### src/rtl/cp0_unit.sv
// Coprocessor-0: SR/Cause/EPC registers, interrupt/exception request, mfc0/mtc0/eret.
// Optional macro CP0_PRID_EN exposes PRID_VALUE as read-only register 15.
module cp0_unit #(
  parameter logic [31:0] PRID_VALUE = 32'h2023_0001
) (
  input  logic        clk,
  input  logic        reset,
  input  logic [4:0]  A1,
  input  logic [4:0]  A2,
  input  logic [31:0] Din,
  input  logic        WE,
  input  logic [31:0] VPC,
  input  logic        BDIn,
  input  logic [4:0]  ExcCodeIn,
  input  logic [5:0]  HWInt,
  input  logic        EXLClr,
  output logic [31:0] Dout,
  output logic [31:0] EPCOut,
  output logic        Req
);

  logic [5:0]  sr_im;
  logic        sr_exl;
  logic        sr_ie;
  logic        cause_bd;
  logic [5:0]  cause_ip;
  logic [4:0]  cause_exc;
  logic [31:0] epc;

  logic        int_req;
  logic        exc_req;
  logic [31:0] sr_word;
  logic [31:0] cause_word;

  logic unused_din;
  assign unused_din = ^{Din[31:16], Din[9:2]};

  assign int_req = (|(HWInt & sr_im)) & sr_ie & ~sr_exl;
  assign exc_req = (ExcCodeIn != 5'd0) & ~sr_exl;
  assign Req     = int_req | exc_req;
  assign EPCOut  = epc;

  assign sr_word    = {16'b0, sr_im, 8'b0, sr_exl, sr_ie};
  assign cause_word = {cause_bd, 15'b0, cause_ip, 3'b0, cause_exc, 2'b0};

  // A request discards any concurrent mtc0; otherwise the write lands first and
  // eret's EXL clear overrides the EXL bit it carried.
  always_ff @(posedge clk) begin
    if (reset) begin
      sr_im     <= '0;
      sr_exl    <= 1'b0;
      sr_ie     <= 1'b0;
      cause_bd  <= 1'b0;
      cause_ip  <= '0;
      cause_exc <= '0;
      epc       <= '0;
    end else begin
      cause_ip <= HWInt;
      if (Req) begin
        sr_exl    <= 1'b1;
        cause_bd  <= BDIn;
        cause_exc <= int_req ? 5'd0 : ExcCodeIn;
        epc       <= BDIn ? VPC - 32'd4 : VPC;
      end else begin
        if (WE && A2 == 5'd12) begin
          sr_im  <= Din[15:10];
          sr_exl <= Din[1];
          sr_ie  <= Din[0];
        end
        if (WE && A2 == 5'd14) begin
          epc <= Din;
        end
        if (EXLClr) begin
          sr_exl <= 1'b0;
        end
      end
    end
  end

`ifdef CP0_PRID_EN
  always_comb begin
    Dout = '0;
    case (A1)
      5'd12:   Dout = sr_word;
      5'd13:   Dout = cause_word;
      5'd14:   Dout = epc;
      5'd15:   Dout = PRID_VALUE;
      default: Dout = '0;
    endcase
  end
`else
  localparam logic [31:0] unused_prid = PRID_VALUE;

  always_comb begin
    Dout = '0;
    case (A1)
      5'd12:   Dout = sr_word;
      5'd13:   Dout = cause_word;
      5'd14:   Dout = epc;
      default: Dout = '0;
    endcase
  end
`endif

endmodule

### config.mk
export PLATFORM = sky130hd
export DESIGN_NAME = cp0_unit
export DESIGN_NICKNAME = d
export VERILOG_FILES = /design/src/rtl/cp0_unit.sv
export SDC_FILE = /design/constraint.sdc
export NUM_CORES = 1
export LEC_CHECK = 0
export CORE_ASPECT_RATIO = 0.8
export CORE_MARGIN = 4
export CORE_UTILIZATION = 35
export DETAILED_ROUTE_END_ITERATION = 6
export GPL_TIMING_DRIVEN = 0
export PLACE_DENSITY = 0.69
export SYNTH_ARGS = -nofsm -noshare
export SYNTH_HDL_FRONTEND = slang
export SYNTH_SLANG_ARGS = --single-unit
### constraint.sdc
create_clock -name clk -period 2.5 [get_ports clk]
set_input_delay 0.25 -clock clk [delete_from_list [all_inputs] [get_ports clk]]
set_output_delay 0.25 -clock clk [all_outputs]
set_load 0.01 [all_outputs]
== After elaboration in Yosys (flattened, before gate mapping) ==
Index checks and enable logic that the tools add are counted.

* Reductions and logical operators: 7
* Bitwise gates (word level): 7
* Equality and inequality tests: 5
* Add/subtract/negate cells: 1
* Muxes and demuxes: 8

{| class="wikitable"
|+ Operators by type and width
! kind !! number
|-
| 32-bit 2-to-1 mux || 3
|-
| 32-bit one-hot mux with 3 select lines || 1
|-
| 32-bit by 3-bit subtractor with 32-bit output, second input constant || 1
|-
| 5-bit by 4-bit == test with 1-bit output, second input constant || 5
|-
| 6-bit AND || 1
|-
| 6-bit OR reduction || 1
|-
| 5-bit 2-to-1 mux || 1
|-
| 5-bit nonzero test || 1
|-
| 1-bit AND || 3
|-
| 1-bit 2-to-1 mux || 3
|-
| 3-bit nonzero test || 1
|-
| 1-bit logical AND || 2
|-
| 1-bit inverter || 2
|-
| 2-bit AND reduction || 1
|-
| 2-bit nonzero test || 1
|-
| 1-bit bitwise OR || 1
|}

* Bits in registers: 52
* Output and inout port bits: 65
* Input bits: 90
* Logic and storage cells: 35

== Depth between registers and ports, before layout ==
Gate-level depths: netlist (run 1).

* Depth after elaboration: 7
* Gate-level depth with buffers: 7

== Least setup slack after synthesis (run 1) ==
Ideal clock, no wire load.

* Path kind: input to register
* Start point: input BDIn
* End point: register epc[23], in the netlist EPCOut[23]
* Setup slack: 0.426 ns
* Path buffers: 2
* Cell stages on the path: 6
* Arrival: 1.983 ns
* Cells stage by stage: buf_4 -> or4b_1 -> buf_2 -> or4_1 -> or4_1 -> a311oi_1

* Cells in the longest elaborated chain, start to end: 2

{| class="wikitable"
|+ Ends and longest elaborated chain
! element !! line !! text
|-
| start: declaration || 13 || <nowiki>input logic BDIn,</nowiki>
|-
| 32-bit 2-to-1 mux || 63 || <nowiki>epc <= BDIn ? VPC - 32'd4 : VPC;</nowiki>
|-
| 32-bit 2-to-1 mux || 59 || <nowiki>if (Req) begin</nowiki>
|-
| end signal: assignment || 63 ||
|-
| end signal: assignment || 71 || <nowiki>epc <= Din;</nowiki>
|-
| end: declaration || 28 || <nowiki>logic [31:0] epc;</nowiki>
|}

Every way passes these cells.
A chain may end at the register's enable or synchronous reset.

== Worst setup path in the final report (run 1) ==
* Start point: input A1[2]
* End point: output Dout[4]

* Cells in the longest elaborated chain, start to end: 2
* Elaborated cells on any way between the ends: 4

{| class="wikitable"
|+ Ends and longest elaborated chain
! element !! line !! text
|-
| start: declaration || 8 || <nowiki>input logic [4:0] A1,</nowiki>
|-
| 5-bit by 4-bit == test with 1-bit output || 96 || <nowiki>case (A1)</nowiki>
|-
| 32-bit one-hot mux with 3 select lines * || 96 ||
|-
| end: declaration || 17 || <nowiki>output logic [31:0] Dout,</nowiki>
|}

Every way passes the cells marked *; elsewhere a longest branch is shown, timed or not.

==> impl_metrics.prom, run 1 <==
# TYPE chip_impl_metric gauge
chip_impl_info{name="status",value="finished with violations"} 1
chip_impl_info{name="violated_checks",value="DRC"} 1
chip_impl_info{name="path_class_of_the_lowest_slack_min_delay_path",value="input port to flop"} 1
chip_impl_metric{name="floorplan.die.height",unit="µm"} 98.4
chip_impl_metric{name="cts_inserted_buffers",unit=""} 5
chip_impl_metric{name="finalMaxSlewViolations",unit=""} 0
chip_impl_metric{name="hold_violations",unit=""} 0
chip_impl_metric{name="final.min_clock_period",unit="ns"} 2.41
chip_impl_metric{name="synth-edff-count",unit=""} 0
chip_impl_info{name="mostFrequentLayoutCell",value="sky130_fd_sc_hd__clkdlybuf4s50_1"} 1
chip_impl_metric{name="drt_drc_violations_left",unit=""} 2
chip_impl_info{name="area_leader_netlist",value="sky130_fd_sc_hd__dfxtp_1"} 1
chip_impl_metric{name="detailedRoute.firstPassIterationCount",unit=""} 7
chip_impl_metric{name="number_of_global_route_vias_before_repair",unit=""} 4311
chip_impl_metric{name="holdBufCountCts",unit=""} 0
chip_impl_metric{name="globalRouteMet3Util",unit="%"} 5.33
chip_impl_metric{name="final-setup-viol-count",unit=""} 0
chip_impl_metric{name="maxCapViolCount",unit=""} 0
chip_impl_metric{name="detail-route-antenna-nets",unit=""} 0
chip_impl_metric{name="leakagePower",unit="nW"} 2.21
chip_impl_metric{name="clock_latency",unit="ns"} 0.30
chip_impl_metric{name="min_period_over_period",unit="%"} 96.4
chip_impl_metric{name="io_pins",unit=""} 155
chip_impl_metric{name="grtUsageMet2",unit="%"} 38.1
chip_impl_metric{name="sequential_cell_area",unit="µm²"} 1040
chip_impl_metric{name="tightest_slew",unit="ns"} 0.826
chip_impl_info{name="worstPathCellList",value="clkdlybuf4s50_1 > nand2_1 > or3_4 > nor2_4 > buf_4 > a22o_1 > clkdlybuf4s50_1"} 1
chip_impl_metric{name="finClkSkew",unit="ns"} 0.0154
chip_impl_info{name="tritoncts",value="done"} 1
chip_impl_metric{name="port_buffers",unit=""} 152
chip_impl_metric{name="postSynthAreaPerCell",unit="µm²"} 8.21
chip_impl_metric{name="arrival",unit="ns"} 2.16
chip_impl_metric{name="cp_data_required_time",unit="ns"} 2.25
chip_impl_metric{name="synth_async_sr_flop_share",unit="%"} 0
chip_impl_metric{name="gp_congestion",unit=""} 0.895
chip_impl_info{name="endpoint_kind",value="output pin"} 1
chip_impl_info{name="critical_path.most_common_cell",value="sky130_fd_sc_hd__clkdlybuf4s50_1"} 1
chip_impl_metric{name="nets",unit=""} 683
chip_impl_metric{name="postSynthRegisterBits",unit=""} 52
chip_impl_metric{name="grt_pass1_wl",unit="µm"} 22700
chip_impl_metric{name="numClockSinks",unit=""} 52
chip_impl_metric{name="cpPeakStageDelay",unit="ns"} 0.53
chip_impl_metric{name="worstPathBufferInverterCount",unit=""} 3
chip_impl_metric{name="antenna_found_initial",unit=""} 0
chip_impl_metric{name="placedCellCount",unit=""} 723
chip_impl_metric{name="number_of_antenna_diodes",unit=""} 0
chip_impl_metric{name="area_growth_syn_to_layout",unit="%"} 55.3
chip_impl_metric{name="layout-drive-gt1-share",unit="%"} 5.90
chip_impl_metric{name="vdd_ir_drop_max",unit="V"} 0.000303
chip_impl_info{name="synth_area_leaders",value="sky130_fd_sc_hd__dfxtp_1, sky130_fd_sc_hd__nor4_1, sky130_fd_sc_hd__o31a_1"} 1
chip_impl_metric{name="multi_input_comb_area",unit="µm²"} 2280
chip_impl_metric{name="floorplan.die.width",unit="µm"} 121
chip_impl_metric{name="timing.final.ws_setup",unit="ns"} 0.0892
chip_impl_info{name="worstSetupPathType",value="input port to output pin"} 1
chip_impl_info{name="gr-max-usage-layer",value="met2"} 1
chip_impl_metric{name="synth-seq-area-share",unit="%"} 29.1
chip_impl_metric{name="fmax",unit="MHz"} 415
chip_impl_metric{name="syn-instance-count",unit=""} 435
chip_impl_metric{name="syn-num-nets",unit=""} 526
chip_impl_metric{name="wl",unit="µm"} 14500
chip_impl_metric{name="grt_overflow",unit=""} 0
chip_impl_metric{name="die_area",unit="µm²"} 11900
chip_impl_metric{name="drt_iter0_markers",unit=""} 331
chip_impl_metric{name="dp_hpwl",unit="µm"} 11300
chip_impl_metric{name="dp_worst_setup_slack",unit="ns"} -0.754
chip_impl_metric{name="std_cell_rows",unit=""} 32
chip_impl_metric{name="syn_area",unit="µm²"} 3570
chip_impl_metric{name="detailroute.via_count",unit=""} 4383
chip_impl_metric{name="ctsHtreeMaxLevel",unit=""} 2
chip_impl_metric{name="netlist.area_leader.share",unit="%"} 29.1
chip_impl_metric{name="clkSlewWorstSetupHoldPaths",unit="ns"} 0.07
chip_impl_metric{name="ys.warnings.count",unit=""} 0
chip_impl_info{name="crit_path_start_kind",value="input port"} 1
chip_impl_metric{name="max-clock-path-buffers",unit=""} 2
chip_impl_info{name="cts-root-buf",value="sky130_fd_sc_hd__clkbuf_16"} 1
chip_impl_metric{name="grt_start_max_net_pins",unit=""} 17
chip_impl_metric{name="globalRouteMet1Util",unit="%"} 32.2
chip_impl_metric{name="core_area",unit="µm²"} 9810
chip_impl_metric{name="routed_via_density",unit=""} 6.01
chip_impl_metric{name="n_fill_cell",unit=""} 914
chip_impl_metric{name="worstPathMaxFanout",unit=""} 9
chip_impl_metric{name="tns",unit="ns"} 0
chip_impl_metric{name="wire_per_inst",unit="µm"} 19.9
chip_impl_info{name="critPathSlowestCell",value="sky130_fd_sc_hd__clkdlybuf4s50_1"} 1
chip_impl_info{name="most_frequent_cells_in_the_layout",value="sky130_fd_sc_hd__clkdlybuf4s50_1, sky130_fd_sc_hd__dfxtp_1, sky130_fd_sc_hd__nor4_1"} 1
chip_impl_info{name="rsz0062_at_grt",value="no"} 1
chip_impl_metric{name="slew-limit-headroom",unit="%"} 44.5
chip_impl_info{name="critical_path.top_delay_family",value="buffers and inverters"} 1
chip_impl_metric{name="global_route_usage_over_all_layers",unit="%"} 23.5
chip_impl_metric{name="synth.lib_cells_used.distinct",unit=""} 50
chip_impl_metric{name="initial_core_util",unit="%"} 36.4
chip_impl_metric{name="finalNonFillerCells",unit=""} 729
chip_impl_info{name="ys.flop_type",value="sky130_fd_sc_hd__dfxtp_1"} 1
chip_impl_metric{name="power-per-cell-area",unit="nW/µm²"} 430
==> worst reg2reg max path, stage by stage (launching register included) <==
cell	delay (ns)
sky130_fd_sc_hd__dfxtp_1	0.33
sky130_fd_sc_hd__a22o_1	0.25
sky130_fd_sc_hd__o31ai_1	0.72
sky130_fd_sc_hd__clkbuf_1	0.43
sky130_fd_sc_hd__a211oi_1	0.16
sky130_fd_sc_hd__a211oi_1	0.25
==> worst paths after layout <==
| path | from | end | slack [ns] | cells after the start |
|---|---|---|---|---|
| setup / recovery | A1[2] | Dout[4] | 0.09 | 7 |
| hold / removal | BDIn | cause_bd$_SDFFE_PP0N_ | 0.41 | 3 |
| setup reg to reg | sr_im[3]$_SDFFE_PP0P_ | EPCOut[5]$_SDFFE_PP0P_ | 0.27 | 5 |
| hold reg to reg | sr_im[2]$_SDFFE_PP0P_ | sr_im[2]$_SDFFE_PP0P_ | 0.53 | 2 |
==> report_power, final <==
group	internal [mW]	switching, mW	leakage [nW]
registers	0.891	0.0546	0.431
clock network	0.472	0.330	0.0798
logic	0.336	0.299	1.70
total	1.70	0.683	2.21
==> repair_timing <==
| action | 4_1_cts | 5_1_grt |
|---|---|---|
| endpoints found under the setup margin | 31 | 37 |
| gates resized for setup | 12 | 30 |
| buffers inserted | 1 | 0 |
| pin swaps | 1 | 1 |
==> cells by family after synthesis <==
group                    after synthesis  synth area share [%]
adder cells (fa/ha/maj)                1                 0.350
multiplexers                          18                  5.04
AND/OR/NAND/NOR                      148                  26.2
AO/OA/AOI/OAI                        132                  29.0
buffers and inverters                 75                  8.02
XOR/XNOR                               9                  2.21
flip-flops                            52                  29.1
==> metal layers <==
metal | wire (µm) | vias to the layer above
li1 | - | 2044
met1 | 6210 | 2094
met2 | 6680 | 227
met3 | 1400 | 18
met4 | 204 | 0
met5 | 0 | -
==> sequential cells by signal, indices dropped and copies added (netlist names) <==
signal,cells
EPCOut,32
cause_bd,1
cause_exc,5
cause_ip,6
sr_exl,1
sr_ie,1
sr_im,6
==> metrics by stage <==
step / cell area, µm² / hold WS [ns] / util (%) / power (mW)
after detailed placement: 5260 / 0.521 / 53.7 / 1.58
after global placement: 5260 / 0.506 / 53.7 / 1.57
final: 5550 / 0.414 / 56.5 / 2.38
after floorplan: 3570 / 0.378 / - / 1.22
after CTS: 5470 / 0.409 / 55.8 / 2.37
after global routing: 5550 / 0.424 / 56.5 / 2.47
==> final cells by class <==
type | instances | area share, %
clock buffers | 5 | 2.26
flip-flops and latches | 52 | 18.8
multi-input cells | 308 | 41.1
inverters | 29 | 1.96
well taps | 136 | 3.07
clock inverters | 3 | 0.767
repair buffers | 153 | 28.6
plain buffers | 43 | 3.47
==> synth_stat cells (2+ instances only) <==
cell	number
sky130_fd_sc_hd__dfxtp_1	52
sky130_fd_sc_hd__nor4_1	45
sky130_fd_sc_hd__clkbuf_1	43
sky130_fd_sc_hd__inv_1	28
sky130_fd_sc_hd__o31a_1	23
sky130_fd_sc_hd__a211oi_1	22
sky130_fd_sc_hd__and2_1	18
sky130_fd_sc_hd__mux2i_1	18
sky130_fd_sc_hd__or4_1	14
sky130_fd_sc_hd__o31ai_1	13
sky130_fd_sc_hd__o41ai_1	13
sky130_fd_sc_hd__a311oi_1	10
sky130_fd_sc_hd__o21ai_0	10
sky130_fd_sc_hd__or3_1	10
sky130_fd_sc_hd__a22o_1	9
sky130_fd_sc_hd__nand3_1	9
sky130_fd_sc_hd__nand2_1	8
sky130_fd_sc_hd__a21oi_1	7
sky130_fd_sc_hd__nor2_1	7
sky130_fd_sc_hd__nor3_1	7
sky130_fd_sc_hd__o311ai_0	7
sky130_fd_sc_hd__nor2b_1	6
sky130_fd_sc_hd__xor2_1	6
sky130_fd_sc_hd__a31oi_1	5
sky130_fd_sc_hd__nand4_1	5
sky130_fd_sc_hd__or3b_2	5
sky130_fd_sc_hd__a2111oi_0	4
sky130_fd_sc_hd__xnor2_1	3
sky130_fd_sc_hd__a21boi_0	2
sky130_fd_sc_hd__nand3b_1	2
sky130_fd_sc_hd__nor4b_1	2
sky130_fd_sc_hd__o21a_1	2
sky130_fd_sc_hd__or2_2	2
sky130_fd_sc_hd__or4b_1	2
No activity file was read; power rests on OpenSTA's default activity.
==> run 2, diff against run 1 <==
Settings changed: PLACE_DENSITY 0.69 to 0.72.
Clock period 2.5 ns to 2 ns, I/O delays scaled along.
==> impl_metrics.prom, run 2 (synthesis results as in run 1) <==
# TYPE chip_impl_metric gauge
chip_impl_metric{name="detailedRoute.firstPassIterationCount",unit=""} 6
chip_impl_metric{name="floorplan.die.height",unit="µm"} 98.4
chip_impl_metric{name="nets",unit=""} 704
chip_impl_metric{name="wire_per_inst",unit="µm"} 20.6
chip_impl_metric{name="clock_latency",unit="ns"} 0.30
chip_impl_info{name="critical_path.most_common_cell",value="sky130_fd_sc_hd__clkbuf_2"} 1
chip_impl_info{name="crit_path_start_kind",value="input port"} 1
chip_impl_metric{name="global_route_usage_over_all_layers",unit="%"} 24.7
chip_impl_metric{name="power-per-cell-area",unit="nW/µm²"} 520
chip_impl_metric{name="fmax",unit="MHz"} 505
chip_impl_metric{name="maxCapViolCount",unit=""} 0
chip_impl_metric{name="utilization",unit="%"} 61.3
chip_impl_metric{name="wl",unit="µm"} 15400
chip_impl_metric{name="die_area",unit="µm²"} 11900
chip_impl_metric{name="core_area",unit="µm²"} 9810
chip_impl_metric{name="number_of_antenna_diodes",unit=""} 0
chip_impl_info{name="worstPathCellList",value="clkdlybuf4s50_1 > nand4b_1 > clkbuf_2 > clkbuf_2 > nor4_1 > nor4_4 > a311oi_1"} 1
chip_impl_metric{name="drt_iter0_markers",unit=""} 346
chip_impl_metric{name="area_growth_syn_to_layout",unit="%"} 68.3
chip_impl_info{name="worstSetupPathType",value="input port to flop"} 1
chip_impl_metric{name="final.min_clock_period",unit="ns"} 1.98
chip_impl_metric{name="cts_inserted_buffers",unit=""} 5
chip_impl_metric{name="min_period_over_period",unit="%"} 99.0
chip_impl_info{name="critical_path.top_delay_family",value="buffers and inverters"} 1
chip_impl_info{name="status",value="complete, no violations"} 1
chip_impl_metric{name="detail-route-antenna-nets",unit=""} 0
chip_impl_metric{name="numClockSinks",unit=""} 52
chip_impl_metric{name="finalHoldWorstSlack",unit="ns"} 0.150
chip_impl_metric{name="worstPathBufferInverterCount",unit=""} 3
chip_impl_metric{name="final-setup-viol-count",unit=""} 0
chip_impl_metric{name="tightest_slew",unit="ns"} 0.642
chip_impl_info{name="endpoint_kind",value="flop"} 1
chip_impl_metric{name="hold_violations",unit=""} 0
chip_impl_metric{name="detailroute.via_count",unit=""} 4482
chip_impl_metric{name="gp_congestion",unit=""} 0.895
chip_impl_metric{name="worstPathMaxFanout",unit=""} 10
chip_impl_info{name="path_class_of_the_lowest_slack_min_delay_path",value="input port to flop"} 1
chip_impl_metric{name="grt_pass1_wl",unit="µm"} 23600
chip_impl_metric{name="largest_register_ffs",unit=""} 32
chip_impl_info{name="most_frequent_cells_in_the_layout",value="sky130_fd_sc_hd__clkdlybuf4s50_1, sky130_fd_sc_hd__dfxtp_1, sky130_fd_sc_hd__inv_1, sky130_fd_sc_hd__nor4_1, sky130_fd_sc_hd__dlygate4sd2_1"} 1
chip_impl_metric{name="vdd_ir_drop_max",unit="V"} 0.000371
chip_impl_info{name="rsz0062_at_grt",value="yes"} 1
chip_impl_metric{name="clkSlewWorstSetupHoldPaths",unit="ns"} 0.07
chip_impl_metric{name="drt_drc_violations_left",unit=""} 0
chip_impl_metric{name="std_cell_rows",unit=""} 32
chip_impl_metric{name="layout-drive-gt1-share",unit="%"} 23.5
chip_impl_metric{name="ctsHtreeMaxLevel",unit=""} 2
chip_impl_metric{name="io_pins",unit=""} 155
chip_impl_metric{name="floorplan.die.width",unit="µm"} 121
chip_impl_metric{name="arrival",unit="ns"} 2.18
chip_impl_metric{name="slew-limit-headroom",unit="%"} 57.2
chip_impl_metric{name="grt_overflow",unit=""} 0
chip_impl_metric{name="port_buffers",unit=""} 152
chip_impl_metric{name="routed_via_density",unit=""} 5.98
chip_impl_metric{name="grt_start_max_net_pins",unit=""} 17
chip_impl_metric{name="design_power_total",unit="mW"} 3.13
chip_impl_metric{name="cpPeakStageDelay",unit="ns"} 0.45
chip_impl_metric{name="finClkSkew",unit="ns"} 0.0105
chip_impl_info{name="critPathSlowestCell",value="sky130_fd_sc_hd__clkdlybuf4s50_1"} 1
chip_impl_metric{name="dp_hpwl",unit="µm"} 11500
chip_impl_metric{name="cp_data_required_time",unit="ns"} 2.20
chip_impl_metric{name="dp_worst_setup_slack",unit="ns"} -1.16
chip_impl_metric{name="initial_core_util",unit="%"} 36.4
chip_impl_metric{name="number_of_global_route_vias_before_repair",unit=""} 4278
chip_impl_metric{name="leakagePower",unit="nW"} 2.29
chip_impl_info{name="tritoncts",value="done"} 1
chip_impl_metric{name="finalMaxSlewViolations",unit=""} 0
chip_impl_info{name="mostFrequentLayoutCell",value="sky130_fd_sc_hd__clkdlybuf4s50_1"} 1
chip_impl_metric{name="antenna_found_initial",unit=""} 0
chip_impl_info{name="cts-root-buf",value="sky130_fd_sc_hd__clkbuf_16"} 1
chip_impl_metric{name="max-clock-path-buffers",unit=""} 2
chip_impl_metric{name="timing.final.ws_setup",unit="ns"} 0.0209
==> run 2: cell count changes in the layout (fill, tap and decap cells not counted), moves of 10 or more <==
cell	change
sky130_fd_sc_hd__nor4_1	-17
sky130_fd_sc_hd__dlymetal6s2s_1	-14
sky130_fd_sc_hd__clkbuf_2	+16
sky130_fd_sc_hd__buf_2	+20
sky130_fd_sc_hd__clkdlybuf4s50_1	-35
sky130_fd_sc_hd__dlygate4sd2_1	+26
sky130_fd_sc_hd__nor4_2	+10
sky130_fd_sc_hd__clkbuf_1	-22
sky130_fd_sc_hd__buf_4	+21
==> run 2: per-stage QoR <==
step | cell area [µm²] | TNS, ns | cells
floorplan | 3570 | -0.0475 | 435
global placement | 5270 | -48.29 | 723
detailed placement | 5270 | -50.30 | 723
CTS | 5680 | 0 | 744
global route | 6010 | -0.119 | 750
finish | 6010 | 0 | 750
==> run 2: report_power, final <==
part           switching (mW)  total, mW  internal, mW
Combinational           0.430      0.898         0.468
Sequential             0.0701       1.18          1.11
Clock                   0.417       1.05         0.628
Total                   0.917       3.13          2.21
==> run 2: path summary, 6_finish.rpt <==
kind / cells after the start / endpoint / slack [ns] / from
worst max-delay path: 7 / EPCOut[22]$_SDFFE_PP0P_ / 0.02 / A2[4]
worst min-delay path: 2 / cause_ip[0]$_SDFF_PP0_ / 0.15 / HWInt[0]
worst max register to register: 6 / sr_im[3]$_SDFFE_PP0P_ / 0.03 / sr_im[3]$_SDFFE_PP0P_
worst min register to register: 2 / sr_im[4]$_SDFFE_PP0P_ / 0.51 / sr_im[4]$_SDFFE_PP0P_
==> run 2: worst reg2reg max path: cells and delay by family, from the launching register on <==
kind	cells	cell delay [ns]
buffers and inverters	2	0.43
DFF	1	0.34
AOI/OAI and AO/OA	4	1.08
==> run 2: metal layers <==
metal / wire length (µm) / vias to the layer above / track usage, %
li1: - / 2086 / -
met1: 6960 / 2159 / 34.5
met2: 7130 / 214 / 39.7
met3: 1160 / 23 / 5.79
met4: 185 / 0 / 3.66
met5: 0 / - / 0
==> run 2: cell type report <==
type | instances | area, µm²
fill | 870 | 3800
tap | 136 | 170
clock buffer | 6 | 139
sequential | 52 | 1040
buffer | 43 | 287
multi-input combinational | 308 | 2640
clock inverter | 2 | 38.8
inverter | 29 | 109
timing repair buffer | 174 | 1590
==> run 2: timing repair <==
item,4_1_cts,5_1_grt
gates resized for setup,174,95
setup endpoints to repair,78,43
endpoints found under the hold margin,0,0
hold buffers,0,0
pin swaps,16,16
setup buffers,15,8
==> run 3, diff against run 2 <==
Settings changed: GPL_ROUTABILITY_DRIVEN from default to 0, MAX_ROUTING_LAYER from default to met4.
==> impl_metrics.prom, run 3 (synthesis results as in run 1) <==
# TYPE chip_impl_metric gauge
chip_impl_metric{name="routed_via_density",unit=""} 6.10
chip_impl_info{name="critical_path.top_delay_family",value="buffers and inverters"} 1
chip_impl_metric{name="numClockSinks",unit=""} 52
chip_impl_info{name="violated_checks",value="setup timing"} 1
chip_impl_metric{name="cpPeakStageDelay",unit="ns"} 0.44
chip_impl_info{name="mostFrequentLayoutCell",value="sky130_fd_sc_hd__clkdlybuf4s50_1"} 1
chip_impl_metric{name="cts_inserted_buffers",unit=""} 5
chip_impl_metric{name="finClkSkew",unit="ns"} 0.00603
chip_impl_metric{name="largest_register_ffs",unit=""} 32
chip_impl_metric{name="fmax",unit="MHz"} 497
chip_impl_metric{name="placement.cell_area",unit="µm²"} 5270
chip_impl_info{name="worstPathCellList",value="clkdlybuf4s50_1 > a22o_4 > o311a_1 > buf_4 > buf_4 > nor4_1 > a211oi_1"} 1
chip_impl_metric{name="antenna_found_initial",unit=""} 0
chip_impl_metric{name="initial_core_util",unit="%"} 36.4
chip_impl_metric{name="drt_iter0_markers",unit=""} 347
chip_impl_metric{name="global_route_usage_over_all_layers",unit="%"} 25.3
chip_impl_metric{name="wl",unit="µm"} 15800
chip_impl_metric{name="hold-path-cell-count",unit=""} 3
chip_impl_info{name="hold_ep",value="cause_exc[3]$_SDFFE_PP0N_"} 1
chip_impl_metric{name="clkSlewWorstSetupHoldPaths",unit="ns"} 0.07
chip_impl_metric{name="globalRouteMet1Util",unit="%"} 34.5
chip_impl_metric{name="leakagePower",unit="nW"} 2.29
chip_impl_metric{name="min_period_over_period",unit="%"} 101
chip_impl_metric{name="vdd_ir_drop_max",unit="V"} 0.000536
chip_impl_info{name="critPathSlowestCell",value="sky130_fd_sc_hd__clkdlybuf4s50_1"} 1
chip_impl_info{name="most_frequent_cells_in_the_layout",value="sky130_fd_sc_hd__clkdlybuf4s50_1, sky130_fd_sc_hd__dfxtp_1, sky130_fd_sc_hd__inv_1"} 1
chip_impl_metric{name="number_of_antenna_diodes",unit=""} 0
chip_impl_metric{name="maxCapViolCount",unit=""} 0
chip_impl_metric{name="finalMaxSlewViolations",unit=""} 0
chip_impl_info{name="gr-max-usage-layer",value="met2"} 1
chip_impl_metric{name="io_pins",unit=""} 155
chip_impl_metric{name="floorplan.die.height",unit="µm"} 98.4
chip_impl_info{name="worstHoldStart",value="ExcCodeIn[3]"} 1
chip_impl_metric{name="worstRegToRegCells",unit=""} 6
chip_impl_info{name="status",value="finished with violations"} 1
chip_impl_metric{name="slew-limit-headroom",unit="%"} 57.9
chip_impl_info{name="critical_path.most_common_cell",value="sky130_fd_sc_hd__buf_4"} 1
chip_impl_metric{name="ctsHtreeMaxLevel",unit=""} 2
chip_impl_metric{name="cp_data_required_time",unit="ns"} 2.15
chip_impl_metric{name="layout-drive-gt1-share",unit="%"} 25.9
chip_impl_metric{name="detailedRoute.firstPassIterationCount",unit=""} 5
chip_impl_metric{name="utilization",unit="%"} 62.1
chip_impl_info{name="crit_path_start_kind",value="input port"} 1
chip_impl_info{name="path_class_of_the_lowest_slack_min_delay_path",value="input port to flop"} 1
chip_impl_metric{name="power-per-cell-area",unit="nW/µm²"} 503
chip_impl_info{name="r2r_end",value="EPCOut[16]$_SDFFE_PP0P_"} 1
chip_impl_metric{name="max-clock-path-buffers",unit=""} 2
chip_impl_info{name="tritoncts",value="done"} 1
chip_impl_metric{name="clock_latency",unit="ns"} 0.29
chip_impl_metric{name="wire_per_inst",unit="µm"} 21.0
chip_impl_metric{name="port_buffers",unit=""} 152
chip_impl_metric{name="grt_pass1_wl",unit="µm"} 23500
chip_impl_metric{name="die_area",unit="µm²"} 11900
chip_impl_metric{name="detail-route-antenna-nets",unit=""} 0
chip_impl_metric{name="worstPathBufferInverterCount",unit=""} 3
chip_impl_metric{name="r2r_slack",unit="ns"} 0.01
chip_impl_metric{name="number_of_global_route_vias_before_repair",unit=""} 4428
chip_impl_metric{name="detailroute.via_count",unit=""} 4583
chip_impl_info{name="rsz0062_at_grt",value="yes"} 1
chip_impl_metric{name="area_growth_syn_to_layout",unit="%"} 70.4
chip_impl_metric{name="grt_start_max_net_pins",unit=""} 16
chip_impl_info{name="endpoint_kind",value="flop"} 1
chip_impl_info{name="worstSetupPathType",value="input port to flop"} 1
chip_impl_metric{name="final_area",unit="µm²"} 6090
chip_impl_metric{name="hold_violations",unit=""} 0
chip_impl_metric{name="drt_drc_violations_left",unit=""} 0
chip_impl_metric{name="floorplan.die.width",unit="µm"} 121
chip_impl_metric{name="arrival",unit="ns"} 2.16
chip_impl_metric{name="timing.final.ws_setup",unit="ns"} -0.0114
chip_impl_metric{name="core_area",unit="µm²"} 9810
chip_impl_metric{name="grt_overflow",unit=""} 0
chip_impl_metric{name="worstPathMaxFanout",unit=""} 10
chip_impl_metric{name="dp_hpwl",unit="µm"} 11300
chip_impl_metric{name="grtUsageMet2",unit="%"} 38.8
chip_impl_metric{name="std_cell_rows",unit=""} 32
chip_impl_metric{name="tightest_slew",unit="ns"} 0.632
chip_impl_info{name="rr_startpoint",value="sr_im[3]$_SDFFE_PP0P_"} 1
chip_impl_metric{name="nets",unit=""} 705
chip_impl_metric{name="globalRouteMet3Util",unit="%"} 4.57
chip_impl_metric{name="design_power_total",unit="mW"} 3.06
chip_impl_metric{name="final-setup-viol-count",unit=""} 2
chip_impl_metric{name="final.min_clock_period",unit="ns"} 2.01
chip_impl_info{name="cts-root-buf",value="sky130_fd_sc_hd__clkbuf_16"} 1
## run 3: changes by cell type in the layout (fill, tap and decap cells not counted), sizes merged
| cell | previous run | this run |
|---|---|---|
| buf | 53 | 52 |
| clkbuf | 40 | 44 |
| dlygate4sd2 | 26 | 22 |
| dlymetal6s2s | 8 | 5 |
| clkdlybuf4s50 | 95 | 100 |
## run 3: worst max-delay path by stage
stage                                    endpoint  slack [ns]  cells past startpoint    startpoint
after floorplan           EPCOut[23]$_SDFFE_PP0P_       -0.02                      6          BDIn
after global placement                    Dout[2]       -1.12                      8         A1[3]
after detailed placement                 Dout[20]       -1.11                      8         A1[2]
after CTS                 EPCOut[28]$_SDFFE_PP0P_      0.0002                      7  ExcCodeIn[2]
after global routing                          Req       -0.01                      7      HWInt[3]
final                     EPCOut[16]$_SDFFE_PP0P_       -0.01                      7      HWInt[3]
## run 3: final cells by class
cell class              instances  area (µm²)
well taps                     136         170
clock buffers                   6         129
flip-flops and latches         52        1040
repair buffers                175        1610
multi-input cells             308        2690
fillers                       838        3720
clock inverters                 2        35.0
inverters                      29         109
plain buffers                  43         297
## run 3: worst reg2reg max path, stage by stage (launching register included)
cell and delay, ns:
sky130_fd_sc_hd__dfxtp_2 0.34, sky130_fd_sc_hd__a22o_4 0.28, sky130_fd_sc_hd__o311a_1 0.40, sky130_fd_sc_hd__buf_4 0.19, sky130_fd_sc_hd__buf_4 0.20, sky130_fd_sc_hd__nor4_1 0.35
sky130_fd_sc_hd__a211oi_1 0.09
## run 3: per-stage QoR
| stage | setup TNS [ns] | cells | hold slack (ns) | setup WS, ns |
|---|---|---|---|---|
| final | -0.0217 | 751 | 0.289 | -0.0114 |
| after global routing | -0.0462 | 751 | 0.294 | -0.0139 |
| after CTS | 0 | 747 | 0.355 | 0.000244 |
| after detailed placement | -49.54 | 723 | 0.522 | -1.11 |
| after global placement | -47.86 | 723 | 0.508 | -1.12 |
| after floorplan | -0.0475 | 435 | 0.328 | -0.0238 |
## run 3: routing by layer
metal  share of wire (%)  wire length [µm]
met1                  43              6830
met2                  46              7220
met5                   0                 0
met4                 2.1               328
met3                 8.8              1400
## run 3: timing repair
item | in CTS | in global routing
gates cloned | 1 | 1
resized for setup | 176 | 108
buffers inserted | 17 | 4
pin swaps | 11 | 14
hold buffers | 0 | 0
setup endpoints to repair | 78 | 55
endpoints found under the hold margin | 0 | 0
## run 3: where the power goes
group	internal [mW]	switching, mW
Sequential	1.11	0.0717
Combinational	0.467	0.434
Clock	0.590	0.386
Total	2.17	0.891
